===== src/rtl/config_loader_if.sv =====
// Pin-level bundle of the config loader: external SPI pins on one side and the
// downstream configuration shift-register strobes on the other.
interface config_loader_if;
   logic spiSck;
   logic spiCsN;
   logic spiMosi;
   logic spiMiso;
   logic serialEn;
   logic serialIn;
   logic serialOut;
   logic busy;
   logic frameDone;
   logic frameError;

   modport master (
      output spiSck, spiCsN, spiMosi, serialOut,
      input  spiMiso, serialEn, serialIn, busy, frameDone, frameError
   );

   modport slave (
      input  spiSck, spiCsN, spiMosi, serialOut,
      output spiMiso, serialEn, serialIn, busy, frameDone, frameError
   );
endinterface


===== src/rtl/config_loader.sv =====
// SPI mode-0 slave that streams a fixed-length frame into a downstream config
// shift register and checks the frame length on csN release.
module config_loader #(
   parameter int ShiftRegSize = 16,
   parameter int SyncStages   = 2
) (
   input logic            clk,
   input logic            resetN,
   config_loader_if.slave bus
);
   localparam int CntW = $clog2(ShiftRegSize + 2);
   localparam logic [CntW-1:0] CntFull = CntW'(ShiftRegSize);
   localparam logic [CntW-1:0] CntMax  = CntW'(ShiftRegSize + 1);

   typedef enum logic [1:0] {
      ST_IDLE   = 2'd0,
      ST_ACTIVE = 2'd1,
      ST_CHECK  = 2'd2
   } state_t;

   logic [SyncStages-1:0] r_sck_sync;
   logic [SyncStages-1:0] r_csn_sync;
   logic [SyncStages-1:0] r_mosi_sync;
   logic                  r_sck_d;
   logic                  r_csn_d;
   logic [SyncStages:0]   r_flush;
   logic                  r_armed;

   state_t          r_state;
   logic [CntW-1:0] r_bit_count;
   logic            r_serial_en;
   logic            r_serial_in;
   logic            r_miso;
   logic            r_busy;
   logic            r_frame_done;
   logic            r_frame_error;

   logic            w_sck_s;
   logic            w_csn_s;
   logic            w_mosi_s;
   logic            w_sck_rise;
   logic            w_sck_fall;
   logic            w_csn_rise;
   logic            w_frame_start;

   state_t          w_state_nxt;
   logic [CntW-1:0] w_cnt_nxt;
   logic            w_en_nxt;
   logic            w_in_nxt;
   logic            w_miso_nxt;
   logic            w_done_nxt;
   logic            w_err_nxt;

   assign w_sck_s    = r_sck_sync[SyncStages-1];
   assign w_csn_s    = r_csn_sync[SyncStages-1];
   assign w_mosi_s   = r_mosi_sync[SyncStages-1];
   assign w_sck_rise = w_sck_s & ~r_sck_d;
   assign w_sck_fall = ~w_sck_s & r_sck_d;
   assign w_csn_rise = w_csn_s & ~r_csn_d;
   // The csN chain resets high, so a pin held low through reset would look like
   // a falling edge; frames start only once a genuine high csN has been seen.
   assign w_frame_start = r_armed & r_csn_d & ~w_csn_s;

   // Pin synchronizers, edge-detect delay flops and post-reset arming
   always_ff @(posedge clk or negedge resetN) begin
      if (!resetN) begin
         r_sck_sync  <= {SyncStages{1'b0}};
         r_csn_sync  <= {SyncStages{1'b1}};
         r_mosi_sync <= {SyncStages{1'b0}};
         r_sck_d     <= 1'b0;
         r_csn_d     <= 1'b1;
         r_flush     <= {(SyncStages + 1){1'b0}};
         r_armed     <= 1'b0;
      end else begin
         r_sck_sync  <= {r_sck_sync[SyncStages-2:0], bus.spiSck};
         r_csn_sync  <= {r_csn_sync[SyncStages-2:0], bus.spiCsN};
         r_mosi_sync <= {r_mosi_sync[SyncStages-2:0], bus.spiMosi};
         r_sck_d     <= w_sck_s;
         r_csn_d     <= w_csn_s;
         r_flush     <= {r_flush[SyncStages-1:0], 1'b1};
         r_armed     <= r_armed | (r_flush[SyncStages] & w_csn_s);
      end
   end

   // Next-state and next-output decode
   always_comb begin
      w_state_nxt = r_state;
      w_cnt_nxt   = r_bit_count;
      w_en_nxt    = 1'b0;
      w_in_nxt    = r_serial_in;
      w_miso_nxt  = r_miso;
      w_done_nxt  = 1'b0;
      w_err_nxt   = r_frame_error;
      case (r_state)
         ST_IDLE: begin
            if (w_frame_start) begin
               w_state_nxt = ST_ACTIVE;
               w_cnt_nxt   = {CntW{1'b0}};
               w_err_nxt   = 1'b0;
               w_miso_nxt  = bus.serialOut;
            end else begin
               w_state_nxt = ST_IDLE;
            end
         end
         ST_ACTIVE: begin
            // csN release wins over a coincident sck rise.
            if (w_csn_rise) begin
               w_state_nxt = ST_CHECK;
               w_done_nxt  = (r_bit_count == CntFull);
               w_err_nxt   = (r_bit_count != CntFull);
            end else if (w_sck_rise && !w_csn_s) begin
               w_en_nxt = 1'b1;
               w_in_nxt = w_mosi_s;
               if (r_bit_count != CntMax) begin
                  w_cnt_nxt = r_bit_count + CntW'(1);
               end else begin
                  w_cnt_nxt = CntMax;
               end
            end else if (w_sck_fall) begin
               w_miso_nxt = bus.serialOut;
            end else begin
               w_state_nxt = ST_ACTIVE;
            end
         end
         ST_CHECK: begin
            w_state_nxt = ST_IDLE;
         end
         default: begin
            w_state_nxt = ST_IDLE;
         end
      endcase
   end

   // State and registered outputs
   always_ff @(posedge clk or negedge resetN) begin
      if (!resetN) begin
         r_state       <= ST_IDLE;
         r_bit_count   <= {CntW{1'b0}};
         r_serial_en   <= 1'b0;
         r_serial_in   <= 1'b0;
         r_miso        <= 1'b0;
         r_busy        <= 1'b0;
         r_frame_done  <= 1'b0;
         r_frame_error <= 1'b0;
      end else begin
         r_state       <= w_state_nxt;
         r_bit_count   <= w_cnt_nxt;
         r_serial_en   <= w_en_nxt;
         r_serial_in   <= w_in_nxt;
         r_miso        <= w_miso_nxt;
         r_busy        <= (w_state_nxt != ST_IDLE);
         r_frame_done  <= w_done_nxt;
         r_frame_error <= w_err_nxt;
      end
   end

   assign bus.spiMiso    = r_miso & ~w_csn_s;
   assign bus.serialEn   = r_serial_en;
   assign bus.serialIn   = r_serial_in;
   assign bus.busy       = r_busy;
   assign bus.frameDone  = r_frame_done;
   assign bus.frameError = r_frame_error;
endmodule


===== src/flat_wrapper.sv =====
// flat-port wrapper written by rule: the top's interface ports become plain ports
module config_loader_flat 
#(
   parameter int ShiftRegSize = 16,
   parameter int SyncStages   = 2
)
  (clk, resetN, bus_spiSck, bus_spiCsN, bus_spiMosi, bus_serialOut, bus_spiMiso, bus_serialEn, bus_serialIn, bus_busy, bus_frameDone, bus_frameError);
  config_loader_if bus_i ();
  input logic clk;
  input logic resetN;
  input wire logic [$bits(bus_i.spiSck)-1:0] bus_spiSck;
  input wire logic [$bits(bus_i.spiCsN)-1:0] bus_spiCsN;
  input wire logic [$bits(bus_i.spiMosi)-1:0] bus_spiMosi;
  input wire logic [$bits(bus_i.serialOut)-1:0] bus_serialOut;
  output wire logic [$bits(bus_i.spiMiso)-1:0] bus_spiMiso;
  output wire logic [$bits(bus_i.serialEn)-1:0] bus_serialEn;
  output wire logic [$bits(bus_i.serialIn)-1:0] bus_serialIn;
  output wire logic [$bits(bus_i.busy)-1:0] bus_busy;
  output wire logic [$bits(bus_i.frameDone)-1:0] bus_frameDone;
  output wire logic [$bits(bus_i.frameError)-1:0] bus_frameError;
  assign bus_i.spiSck = bus_spiSck;
  assign bus_i.spiCsN = bus_spiCsN;
  assign bus_i.spiMosi = bus_spiMosi;
  assign bus_i.serialOut = bus_serialOut;
  assign bus_spiMiso = bus_i.spiMiso;
  assign bus_serialEn = bus_i.serialEn;
  assign bus_serialIn = bus_i.serialIn;
  assign bus_busy = bus_i.busy;
  assign bus_frameDone = bus_i.frameDone;
  assign bus_frameError = bus_i.frameError;
  config_loader #(.ShiftRegSize(ShiftRegSize), .SyncStages(SyncStages)) u_core (.clk(clk), .resetN(resetN), .bus(bus_i));
endmodule

===== config.mk =====
export PLATFORM = sky130hd
export DESIGN_NAME = config_loader_flat
export DESIGN_NICKNAME = d
export VERILOG_FILES = /design/src/rtl/config_loader_if.sv /design/src/rtl/config_loader.sv /design/src/flat_wrapper.sv
export SDC_FILE = /design/constraint.sdc
export NUM_CORES = 1
export LEC_CHECK = 0
export BUFFER_PORTS_ARGS = -buffer_cell sky130_fd_sc_hd__buf_4
export CORE_MARGIN = 2
export CORE_UTILIZATION = 50
export CTS_CLUSTER_DIAMETER = 50
export DETAILED_ROUTE_END_ITERATION = 7
export GPL_TIMING_DRIVEN = 0
export PLACE_DENSITY = 0.72
export SYNTH_ARGS = -nofsm -noshare
export SYNTH_HDL_FRONTEND = slang
export SYNTH_SLANG_ARGS = --single-unit

===== constraint.sdc =====
create_clock -name clk -period 1.9 [get_ports clk]
set_input_delay 0.475 -clock clk [delete_from_list [all_inputs] [get_ports clk]]
set_output_delay 0.475 -clock clk [all_outputs]
set_load 0.005 [all_outputs]

* Word level (Yosys, flattened, before mapping)
Index checks and enable logic that the tools add are counted.
W data, S select, Z words.
** Cells by class
- $add $sub $neg :: 1
- Equal/unequal tests :: 10
- Muxes and demuxes :: 23
- Bitwise logic cells :: 13
- Reduce and logical (&&, ||, !) cells :: 9
** Operator list (number)
- $mux W5 :: 4
- $mux W1 :: 12
- $ne A5 B5 Y1 const B :: 2
- $pmux W5 S2 :: 1
- $ne A2 B1 Y1 const B :: 4
- $and A1 B1 Y1 :: 7
- $mux W2 :: 3
- $reduce_and A3 Y1 :: 2
- $add A5 B1 Y5 const B :: 1
- $eq A5 B5 Y1 const B :: 1
- $not A1 Y1 :: 5
- $reduce_and A5 Y1 :: 1
- $ne A2 B2 Y1 const B :: 2
- $pmux W1 S2 :: 2
- $pmux W2 S2 :: 1
- $reduce_and A4 Y1 :: 1
- $reduce_bool A2 Y1 :: 2
- $eq A2 B1 Y1 const B :: 1
- $logic_not A2 Y1 :: 1
- $logic_and A1 B1 Y1 :: 1
- $logic_not A1 Y1 :: 1
- $or A1 B1 Y1 :: 1
** Word-level totals
- Flip-flop bits (word level) :: 25
- Bits of input ports :: 6
- Output and inout port bits :: 6

* Depth between registers and ports, before layout
Gate-level depths: netlist (run 1).
- Word-level depth :: 7
- Gate-level depth with buffers :: 5
- Mapped depth without buffers :: 5

* Worst setup path before layout (run 1)
Ideal clock, no wire load.
- Kind :: reg-to-reg
- From :: register u_core.r_csn_d
- To :: register u_core.r_bit_count[3]
- Data arrival time :: 1.344 ns
- Required time :: 1.781 ns
- Slack :: 0.438 ns
- Cell stages (with the launch flop) :: 5
- Period minus slack after synthesis :: 1.462 ns
- Path through :: dfstp_2 -> nand3b_4 -> a211o_4 -> a21oi_1 -> a21bo_1
** Between the ends
- Cells in the longest elaborated chain, start to end :: 4
- Elaborated cells on any way between the ends :: 7
** Ends and longest elaborated chain
- from (decl) :: line config_loader.sv:25 : logic r_csn_d;
- from (signal assigned) :: line config_loader.sv:79 : r_csn_d <= w_csn_s;
- $and A1 B1 Y1 / $not A1 Y1 (equally long branches) :: line config_loader.sv:62, config_loader.sv:59
- $and A1 B1 Y1 (on tied branches) :: line config_loader.sv:62, config_loader.sv:59
- $ne A2 B1 Y1 (no line) / $ne A2 B2 Y1 (equally long branches)
- $reduce_and A4 Y1 (no line) (*)
- to (signal assigned) :: line config_loader.sv:138 : r_bit_count <= {CntW{1'b0}};
- to (signal assigned) :: line config_loader.sv:147 : r_bit_count <= w_cnt_nxt;
- to (decl) :: line config_loader.sv:30 : logic [CntW-1:0] r_bit_count;
Every way passes the cells marked *; elsewhere a longest branch is shown, timed or not.
A chain may end at the register's enable or synchronous reset.

* Worst setup path in the final report (run 1)
- From :: register u_core.r_csn_sync[1]
- To :: output port bus_spiMiso
** Between the ends
- Cells in the longest elaborated chain, start to end :: 2
** Ends and longest elaborated chain
- from (decl) :: line config_loader.sv:22 : logic [SyncStages-1:0] r_csn_sync;
- from (signal assigned) :: line config_loader.sv:68 : r_csn_sync <= {SyncStages{1'b1}};
- from (signal assigned) :: line config_loader.sv:76 : r_csn_sync <= {r_csn_sync[SyncStages-2:0], bus.spiCsN};
- $not A1 Y1 :: line config_loader.sv:157 : assign bus.spiMiso = r_miso & ~w_csn_s;
- $and A1 B1 Y1 :: line config_loader.sv:157
- to (decl) :: line flat_wrapper.sv:15 : output wire logic [$bits(bus_i.spiMiso)-1:0] bus_spiMiso;
Every way passes these cells.

==> key figures, run 1 <==
Worst setup path
  – Type of the worst setup path: register to output port
  – Critical Path Sink Type: output port
  – Critical Path AT: 1.18 ns
  – CP Max Fanout: 9
  – CP max stage delay: 0.67 ns
  – WP data required: 1.42 ns
  – CP Launch Type: register
  – CP Cell Sequence: nor2b_1 > buf_4
  – CP max stage cell: dfstp_2

Clock network
  – Root buffer cell: clkbuf_4
  – H-tree depth: 1
  – Num CTS Buffers: 3
  – Clock-pin transition on the worst setup and hold timing paths: 0.12 ns
  – CTS tree: yes
  – Clock Tree Buf Depth: 2
  – Clock Latency Late Sink: 0.31 ns
  – Hold Buf Count CTS: 0
  – Post_cts resized: 0
  – Number of post-CTS setup repair buffers: 0
  – Clock sink count: 25

Routing
  – DR WL/cell: 12.5 µm
  – First-pass DRT Iterations: 4
  – DR iter-0 viols: 10
  – Post-route ant nets: 0
  – Via density: 5.29
  – Remaining routing DRC violations: 0
  – Via count: 629
  – Drt total wl: 1480 µm

Power
  – Clock network fraction of total power: 20.7%
  – Sw Pwr: 0.000287 W
  – Logic pwr share: 20.0%
  – Switching part of the total: 26.4%
  – Pint: 0.000800 W
  – Sequential power share: 59.4%
  – Leak: 0.550 nW
  – Pwr dens: 914 mW/mm²
  – Peak VDD IR: 0.554 mV

Timing
  – Final setup violation count: 0
  – Final WS setup: 0.242 ns
  – Setup TNS: 0 ns
  – Final clock skew: 0.00324 ns
  – Final Max Slew Viols: 0
  – Crit path time final: 1.66 ns
  – Final hold vios: 0
  – Max Fclk: 0.603 GHz
  – Crit share post-route: 87.3%
  – RSZ-0062 raised after global routing: no

Floorplanning
  – Core Area: 0.00196 mm²
  – Die footprint: 0.00247 mm²
  – FP Rows: 16
  – Initial Util: 53.3%
  – Die Span Y: 49.7 µm
  – I/O pin cnt: 12
  – Overall die width: 49.7 µm

Layout
  – Diodes inserted: 0
  – Leading cell type in the layout, fill and taps excluded: dfrtp_1
  – Most frequent cells in the layout: dfrtp_1, buf_4, nor2_1, nand3_1
  – Fillers: 169
  – Share of cells above drive strength 1: 31.5%
  – NumNets Final: 102
  – Syn-to-layout area delta: 13.6%

Logic synthesis
  – Top_reg_cell synth: dfrtp_1
  – Mean Syn Cell Area: 13.6 µm²
  – Syn Nets: 86
  – Sequential share of the synthesized area: 60.2%
  – Synthesis-stage register bit count: 25
  – Ys async rst share: 100%
  – Syn Std Cell Area: 0.00105 mm²
  – Cell count after synthesis: 77
  – Yosys warnings: 0
  – Post-synthesis cell type count: 35
  – Post-synth EDFFs: 0

Global route
  – Met1 usage: 17.7%
  – Total GRT Usage: 14.7%
  – GRT busiest layer: met2
  – Maximum number of pins on one net before global-route repair: 26
  – Met2 usage: 23.8%
  – Initial antenna violation count: 0
  – Gr ovfl total: 0
  – Met3 Use GR: 3.64%
  – Vias in the first global route: 620
  – First-pass GRT wire length: 2670 µm

Min path
  – Worst min-delay path class: input pin to async pin

Place
  – DP Wirelength: 1050 µm
  – GP Congestion: 0.809
  – Pre-CTS setup slack: 0.351 ns
  – Port Buf Inserts: 11

Outcome
  – Status: finished clean

Flow run
  – Max cap viols: 0
-- synth_stat cells (2+ instances only) --
cell | instances | area share (%)
dfrtp_1 | 22 | 53
nor2_1 | 7 | 2.5
nand3_1 | 4 | 1.9
a21oi_1 | 3 | 1.4
dfstp_2 | 3 | 7.5
ha_1 | 3 | 3.6
inv_1 | 3 | 1.1
a22o_1 | 2 | 1.7
a31oi_1 | 2 | 1.2
nor2b_1 | 2 | 1.2
o21ai_0 | 2 | 0.96
-- metal layers --
layer  up-vias  wire [µm]
met3         4         52
met5         -          0
li1        303          -
met1       311        686
met2        11        709
met4         0         35
-- logic make-up (layout without fill, tap and decap cells) --
family | Yosys count | count (layout) | share of synthesized area [%]
other | 1 | 1 | 0.359
buffers and inverters | 4 | 19 | 2.15
adders and majority gates | 3 | 3 | 3.59
DFF | 25 | 25 | 60.2
xor gates and xnor gates | 1 | 1 | 0.837
AOI/OAI and AO/OA | 17 | 17 | 12.8
and+or+nand+nor | 24 | 24 | 17.9
muxes | 2 | 2 | 2.15
-- cell type report --
type	instances	area (µm²)	area share, %
Buffer	1	11.3	0.947
Clock buffer	4	26.3	2.21
Inverter	3	11.3	0.947
Multi-Input combinational cell	48	394	33.2
Sequential cell	25	629	52.9
Tap cell	27	33.8	2.84
Timing Repair Buffer	11	82.6	6.95
-- power by group through the flow --
stage               sequential (W)  clock, W  combinational [W]
finish                    0.000645  0.000224           0.000217
global route              0.000658  0.000266           0.000245
CTS                       0.000645  0.000238           0.000221
detailed placement        0.000656         0           0.000220
global placement          0.000653         0           0.000213
floorplan                 0.000647         0           0.000143
-- worst paths after layout --
path	cells past startpoint	slack, ns	end	startpoint
setup / recovery	2	0.24	bus_spiMiso	u_core.r_csn_sync[1]
hold / removal	1	0.04	u_core.r_bit_count[3]	resetN
setup reg to reg	4	0.34	u_core.r_bit_count[3]	u_core.r_csn_d
hold reg to reg	0	0.36	u_core.r_csn_sync[1]	u_core.r_csn_sync[0]
max in group asynchronous	1	1.58	u_core.r_csn_d	resetN
min in group clk	1	0.26	u_core.r_csn_sync[0]	bus_spiCsN
-- critical path: cells and delay by family (launching register included) --
kind | cells | cell delay, ns
DFF | 1 | 0.67
buffers and inverters | 1 | 0.13
and+or+nand+nor | 1 | 0.07
-- stage by stage --
step                      instances  util (%)  hold WS [ns]  power (W)  instance area (µm²)
final                           119      60.6        0.0394    0.00109                 1190
after global routing            119      60.6        0.0340    0.00117                 1190
after CTS                       119      60.6        0.0405    0.00110                 1190
after detailed placement        115      59.2         0.343   0.000876                 1160
after global placement          115      59.2         0.334   0.000866                 1160
after floorplan                  77         -         0.179   0.000790                 1050
-- flip-flops by register name (all words and copies together) (netlist names) --
register,cells
u_core.r_bit_count,5
u_core.r_flush,3
u_core.r_csn_sync,2
u_core.r_mosi_sync,2
u_core.r_sck_sync,2
u_core.r_state,2
u_core.bus.busy,1
u_core.bus.frameDone,1
u_core.bus.frameError,1
u_core.bus.serialEn,1
u_core.bus.serialIn,1
u_core.r_armed,1
u_core.r_csn_d,1
u_core.r_miso,1
u_core.r_sck_d,1
(Power assumes the default switching activity.)
==> inputs of run 2 (changes only) <==
--- a/config.mk
+++ b/config.mk
@@ -6,7 +6,7 @@
 export NUM_CORES = 1
 export LEC_CHECK = 0
 export BUFFER_PORTS_ARGS = -buffer_cell sky130_fd_sc_hd__buf_4
-export CORE_MARGIN = 2
+export CORE_MARGIN = 10
 export CORE_UTILIZATION = 50
 export CTS_CLUSTER_DIAMETER = 50
 export DETAILED_ROUTE_END_ITERATION = 7
==> key figures, run 2 (synthesized netlist as in run 1, its figures left out) <==
Outcome
  – Status: finished clean

Worst setup path
  – CP max stage delay: 0.67 ns (about the same)
  – CP max stage cell: dfstp_2
  – CP Cell Sequence: nor2b_1 > buf_4
  – Type of the worst setup path: register to output port
  – Critical Path Sink Type: output port
  – Critical Path AT: 1.18 ns (about the same)
  – WP data required: 1.42 ns (about the same)
  – CP Launch Type: register
  – CP Max Fanout: 9 (unchanged)

Power
  – Leak: 0.554 nW (+0.61%)
  – Peak VDD IR: 0.709 mV (+28%)
  – Clock network fraction of total power: 21.8% (+1.1 points)
  – Switching part of the total: 27.3% (+0.94 points)
  – Sw Pwr: 0.000302 W (+5.4%)
  – Logic pwr share: 19.7% (-0.3 points)
  – Pint: 0.000803 W (+0.41%)
  – Pwr dens: 926 mW/mm² (+1.3%)
  – Sequential power share: 58.5% (-0.9 points)

Layout
  – Share of cells above drive strength 1: 32.6% (+1.1 points)
  – Max reg flops: 5 (unchanged)
  – Most frequent cells in the layout: dfrtp_1, buf_4, nor2_1, nand3_1
  – Final Core Density: 60.2% (-0.36 points)
  – Diodes inserted: 0 (unchanged)
  – Leading cell type in the layout, fill and taps excluded: dfrtp_1
  – NumNets Final: 102 (unchanged)
  – Top reg by flops: u_core.r_bit_count
  – Syn-to-layout area delta: 14.1%
  – Largest registers: u_core.r_bit_count (5), u_core.r_flush (3)

Place
  – GP Congestion: 0.785 (-3.0%)
  – DP Wirelength: 1170 µm (+12%)
  – Port Buf Inserts: 11 (unchanged)

Clock network
  – Number of post-CTS setup repair buffers: 0 (unchanged)
  – Hold Buf Count CTS: 0 (unchanged)
  – Root buffer cell: clkbuf_4
  – Clock Tree Buf Depth: 2 (unchanged)
  – Clock sink count: 25 (unchanged)
  – Num CTS Buffers: 3 (unchanged)
  – CTS tree: yes
  – Post_cts resized: 0 (unchanged)
  – H-tree depth: 1 (unchanged)
  – Clock Latency Late Sink: 0.31 ns (about the same)
  – Clock-pin transition on the worst setup and hold timing paths: 0.13 ns (about the same)

Timing
  – Final hold vios: 0 (unchanged)
  – Crit share post-route: 87.4% (about the same)
  – Hold WS: 0.0292 ns (-0.0102 ns)
  – Setup TNS: 0 ns (unchanged)
  – RSZ-0062 raised after global routing: no
  – Crit path time final: 1.66 ns (+0.00147 ns)
  – Final clock skew: 0.00401 ns (+0.000767 ns)
  – Final setup violation count: 0 (unchanged)
  – Max Fclk: 0.602 GHz (about the same)
  – Final Max Slew Viols: 0 (unchanged)

Floorplanning
  – Die Span Y: 65.7 µm (+32%)
  – Initial Util: 52.8% (-0.54 points)
  – Overall die width: 65.7 µm (+32%)
  – Die footprint: 0.00432 mm² (+75%)
  – FP Rows: 16 (unchanged)
  – I/O pin cnt: 12 (unchanged)
  – Core Area: 0.00198 mm² (+1.0%)

Global route
  – Maximum number of pins on one net before global-route repair: 26 (unchanged)
  – First-pass GRT wire length: 2670 µm (unchanged)
  – Vias in the first global route: 594 (-4.2%)
  – Initial antenna violation count: 0 (unchanged)
  – Total GRT Usage: 8.03% (-6.6 points)
  – Gr ovfl total: 0 (unchanged)

Routing
  – DR iter-0 viols: 2 (-8)
  – DR WL/cell: 13.1 µm (+5.3%)
  – Via count: 591 (-6.0%)
  – Drt total wl: 1560 µm (+5.3%)
  – First-pass DRT Iterations: 3 (-1)
  – Via density: 4.97 (-6.0%)
  – Post-route ant nets: 0 (unchanged)
  – Remaining routing DRC violations: 0 (unchanged)

Min path
  – Worst min-delay path class: input pin to async pin

Flow run
  – Max cap viols: 0 (unchanged)
## run 2: cell count changes in the layout (fill, tap and decap cells not counted), sizes merged
| cell | change |
|---|---|
| inv | +1 |
| clkbuf | -1 |
## run 2: metal layers
metal  vias to the layer above  wire length (µm)  global-route usage (%)
met5                         -                 0                       0
met2                        11               764                    12.6
met4                         0                 9                    2.67
li1                        299                 -                       -
met3                         2               115                    4.92
met1                       279               672                    8.75
## run 2: worst max-delay path: cells and delay by family, from the launching register on
kind | cells | cell delay [ns]
AND/OR/NAND/NOR | 1 | 0.07
flip-flops | 1 | 0.67
buffers and inverters | 1 | 0.13
## run 2: final timing paths
path / from / to / slack [ns] / depth (start not counted)
setup / recovery: u_core.r_csn_sync[1] / bus_spiMiso / 0.24 / 2
hold / removal: resetN / u_core.r_state[0] / 0.03 / 1
setup reg to reg: u_core.r_csn_d / u_core.r_bit_count[3] / 0.34 / 4
hold reg to reg: u_core.r_mosi_sync[0] / u_core.r_mosi_sync[1] / 0.37 / 0
max in group asynchronous: resetN / u_core.r_csn_d / 1.59 / 1
min in group clk: bus_spiCsN / u_core.r_csn_sync[0] / 0.25 / 1
## run 2: final cells by class
type | count | area (µm²)
buffer | 1 | 11.3
clock buffer | 3 | 22.5
clock inverter | 1 | 8.76
fill | 155 | 788
inverter | 3 | 11.3
multi-input combinational | 48 | 394
sequential | 25 | 629
tap | 27 | 33.8
timing repair buffer | 11 | 82.6
## run 2: through the flow
stage          instance area (µm²)  cells  setup WS (ns)  total power [W]
2_1_floorplan                 1050     77          0.438         0.000790
3_3_place_gp                  1160    115          0.393         0.000869
3_5_place_dp                  1160    115          0.366         0.000881
4_1_cts                       1190    119          0.220          0.00112
5_1_grt                       1190    119          0.167          0.00118
6_report                      1190    119          0.240          0.00110
## run 2: power by group through the flow
stage	registers [W]	logic, W	clock network, W
after floorplan	0.000647	0.000143	0
after global placement	0.000653	0.000216	0
after detailed placement	0.000657	0.000224	0
after CTS	0.000649	0.000223	0.000252
after global routing	0.000657	0.000251	0.000277
final	0.000647	0.000218	0.000240
==> inputs of run 3 (changes only) <==
--- a/config.mk
+++ b/config.mk
@@ -7,11 +7,11 @@
 export LEC_CHECK = 0
 export BUFFER_PORTS_ARGS = -buffer_cell sky130_fd_sc_hd__buf_4
 export CORE_MARGIN = 10
-export CORE_UTILIZATION = 50
+export CORE_UTILIZATION = 55
 export CTS_CLUSTER_DIAMETER = 50
 export DETAILED_ROUTE_END_ITERATION = 7
 export GPL_TIMING_DRIVEN = 0
-export PLACE_DENSITY = 0.72
+export PLACE_DENSITY = 0.78
 export SYNTH_ARGS = -nofsm -noshare
 export SYNTH_HDL_FRONTEND = slang
 export SYNTH_SLANG_ARGS = --single-unit
==> key figures, run 3 (synthesized netlist as in run 1, its figures left out) <==
Outcome
  – Status: finished clean

Worst setup path
  – WP buf/inv: 1 (unchanged)
  – Critical Path Sink Type: output port
  – CP Max Fanout: 9 (unchanged)
  – Critical Path AT: 1.20 ns (+0.02 ns)
  – Type of the worst setup path: register to output port
  – CP Launch Type: register
  – Stages on worst setup path: 2 (unchanged)
  – CP Cell Sequence: nor2b_1 > buf_4
  – Worst r2r src: u_core.r_csn_d
  – WP data required: 1.42 ns (about the same)
  – R2r setup slk: 0.34 ns (about the same)
  – Setup crit end: bus_spiMiso
  – Worst Reg2Reg Path Length in Cells: 4 (unchanged)
  – CP max stage delay: 0.67 ns (about the same)
  – RR Endpoint: u_core.r_bit_count[3]
  – Top delay family on crit path: flip-flops
  – CP max stage cell: dfstp_2
  – Crit path launch: u_core.r_csn_sync[1]

Routing
  – Post-route ant nets: 0 (unchanged)
  – Drt total wl: 1600 µm (+2.7%)
  – Via density: 5.30 (+6.7%)
  – DR WL/cell: 13.7 µm (+4.4%)
  – Remaining routing DRC violations: 0 (unchanged)
  – DR iter-0 viols: 4 (+2)
  – First-pass DRT Iterations: 4 (+1)
  – Via count: 620 (+4.9%)

Layout
  – Final Core Density: 67.4% (+7.2 points)
  – Share of cells above drive strength 1: 32.6% (unchanged)
  – Largest registers: u_core.r_bit_count (5), u_core.r_flush (3)
  – Footprint of the multi-input gates: 394 µm² (unchanged)
  – Max reg flops: 5 (unchanged)
  – NumNets Final: 102 (unchanged)
  – Most frequent cells in the layout: dfrtp_1, buf_4, nor2_1, nand3_1
  – Diodes inserted: 0 (unchanged)
  – Fillers: 145 (-6.5%)
  – Syn-to-layout area delta: 13.8%
  – Leading cell type in the layout, fill and taps excluded: dfrtp_1
  – Register area: 629 µm² (unchanged)
  – Top reg by flops: u_core.r_bit_count

Floorplanning
  – FP Rows: 15 (-1)
  – I/O pin cnt: 12 (unchanged)
  – Overall die width: 63.6 µm (-3.2%)
  – Initial Util: 59.3% (+6.5 points)
  – Die Span Y: 63.6 µm (-3.2%)
  – Core Area: 0.00176 mm² (-11%)
  – Die footprint: 0.00405 mm² (-6.4%)

Clock network
  – H-tree depth: 1 (unchanged)
  – Clock-pin transition on the worst setup and hold timing paths: 0.14 ns (about the same)
  – Hold Buf Count CTS: 0 (unchanged)
  – CTS tree: yes
  – Clock Latency Late Sink: 0.32 ns (about the same)
  – Number of post-CTS setup repair buffers: 0 (unchanged)
  – Clock Tree Buf Depth: 2 (unchanged)
  – Root buffer cell: clkbuf_4
  – Post_cts resized: 0 (unchanged)
  – Num CTS Buffers: 3 (unchanged)
  – Clock sink count: 25 (unchanged)

Timing
  – Setup TNS: 0 ns (unchanged)
  – Final WS setup: 0.226 ns (-0.0140 ns)
  – Crit path time final: 1.67 ns (+0.0140 ns)
  – Max Fclk: 0.597 GHz (-0.84%)
  – Final clock skew: 0.00904 ns (+0.00504 ns)
  – Final Max Slew Viols: 0 (unchanged)
  – Final hold vios: 0 (unchanged)
  – Final setup violation count: 0 (unchanged)
  – Crit share post-route: 88.1% (+0.74 points)
  – RSZ-0062 raised after global routing: no

Min path
  – Worst min-delay path class: input pin to async pin

Place
  – GP Congestion: 0.810 (+3.2%)
  – DP Wirelength: 1130 µm (-3.2%)
  – Pre-CTS setup slack: 0.361 ns (-0.00562 ns)
  – Port Buf Inserts: 11 (unchanged)

Global route
  – Met3 Use GR: 1.77% (-3.1 points)
  – GRT busiest layer: met2
  – Maximum number of pins on one net before global-route repair: 26 (unchanged)
  – First-pass GRT wire length: 2740 µm (+2.6%)
  – Met1 usage: 8.68% (-0.075 points)
  – Gr ovfl total: 0 (unchanged)
  – Met2 usage: 14.9% (+2.4 points)
  – Total GRT Usage: 8.13% (+0.10 points)
  – Vias in the first global route: 665 (+12%)
  – Initial antenna violation count: 0 (unchanged)

Power
  – Peak VDD IR: 0.674 mV (-4.9%)
  – Leak: 0.549 nW (-0.79%)
  – Pwr dens: 926 mW/mm² (about the same)

Flow run
  – Max cap viols: 0 (unchanged)
## run 3: where the power goes
group,internal [W],switching (W),total [W]
logic,0.000122,0.0000968,0.000219
clock network,0.0000803,0.000156,0.000236
registers,0.000595,0.0000508,0.000646
total,0.000798,0.000304,0.00110
## run 3: final cells by class
cell class	count	area share [%]
Inverter	3	0.946
Buffer	1	0.946
Timing Repair Buffer	11	6.94
Clock inverter	1	0.631
Tap cell	25	2.63
Clock buffer	3	1.89
Multi-Input combinational cell	48	33.1
Sequential cell	25	52.9
## run 3: worst min-delay path by stage
stage / end / slack [ns] / cells past startpoint
floorplan: u_core.bus.busy / 0.18 / 0
global placement: u_core.r_mosi_sync[1] / 0.34 / 0
detailed placement: u_core.r_flush[1] / 0.34 / 0
CTS: u_core.r_bit_count[3] / 0.03 / 1
global route: u_core.r_bit_count[3] / 0.03 / 1
finish: u_core.r_bit_count[3] / 0.02 / 1
## run 3: metal layers
layer | vias up | part of all wire, %
li1 | 306 | -
met1 | 300 | 47
met2 | 10 | 49
met3 | 4 | 2.5
met4 | 0 | 1.2
met5 | - | 0
## run 3: per-stage QoR
| step | power, W | hold WS [ns] | cell area (µm²) | std cells |
|---|---|---|---|---|
| 2_1_floorplan | 0.000790 | 0.179 | 1050 | 77 |
| 3_3_place_gp | 0.000870 | 0.336 | 1160 | 113 |
| 3_5_place_dp | 0.000879 | 0.336 | 1160 | 113 |
| 4_1_cts | 0.00111 | 0.0329 | 1190 | 117 |
| 5_1_grt | 0.00116 | 0.0268 | 1190 | 117 |
| 6_report | 0.00110 | 0.0203 | 1190 | 117 |
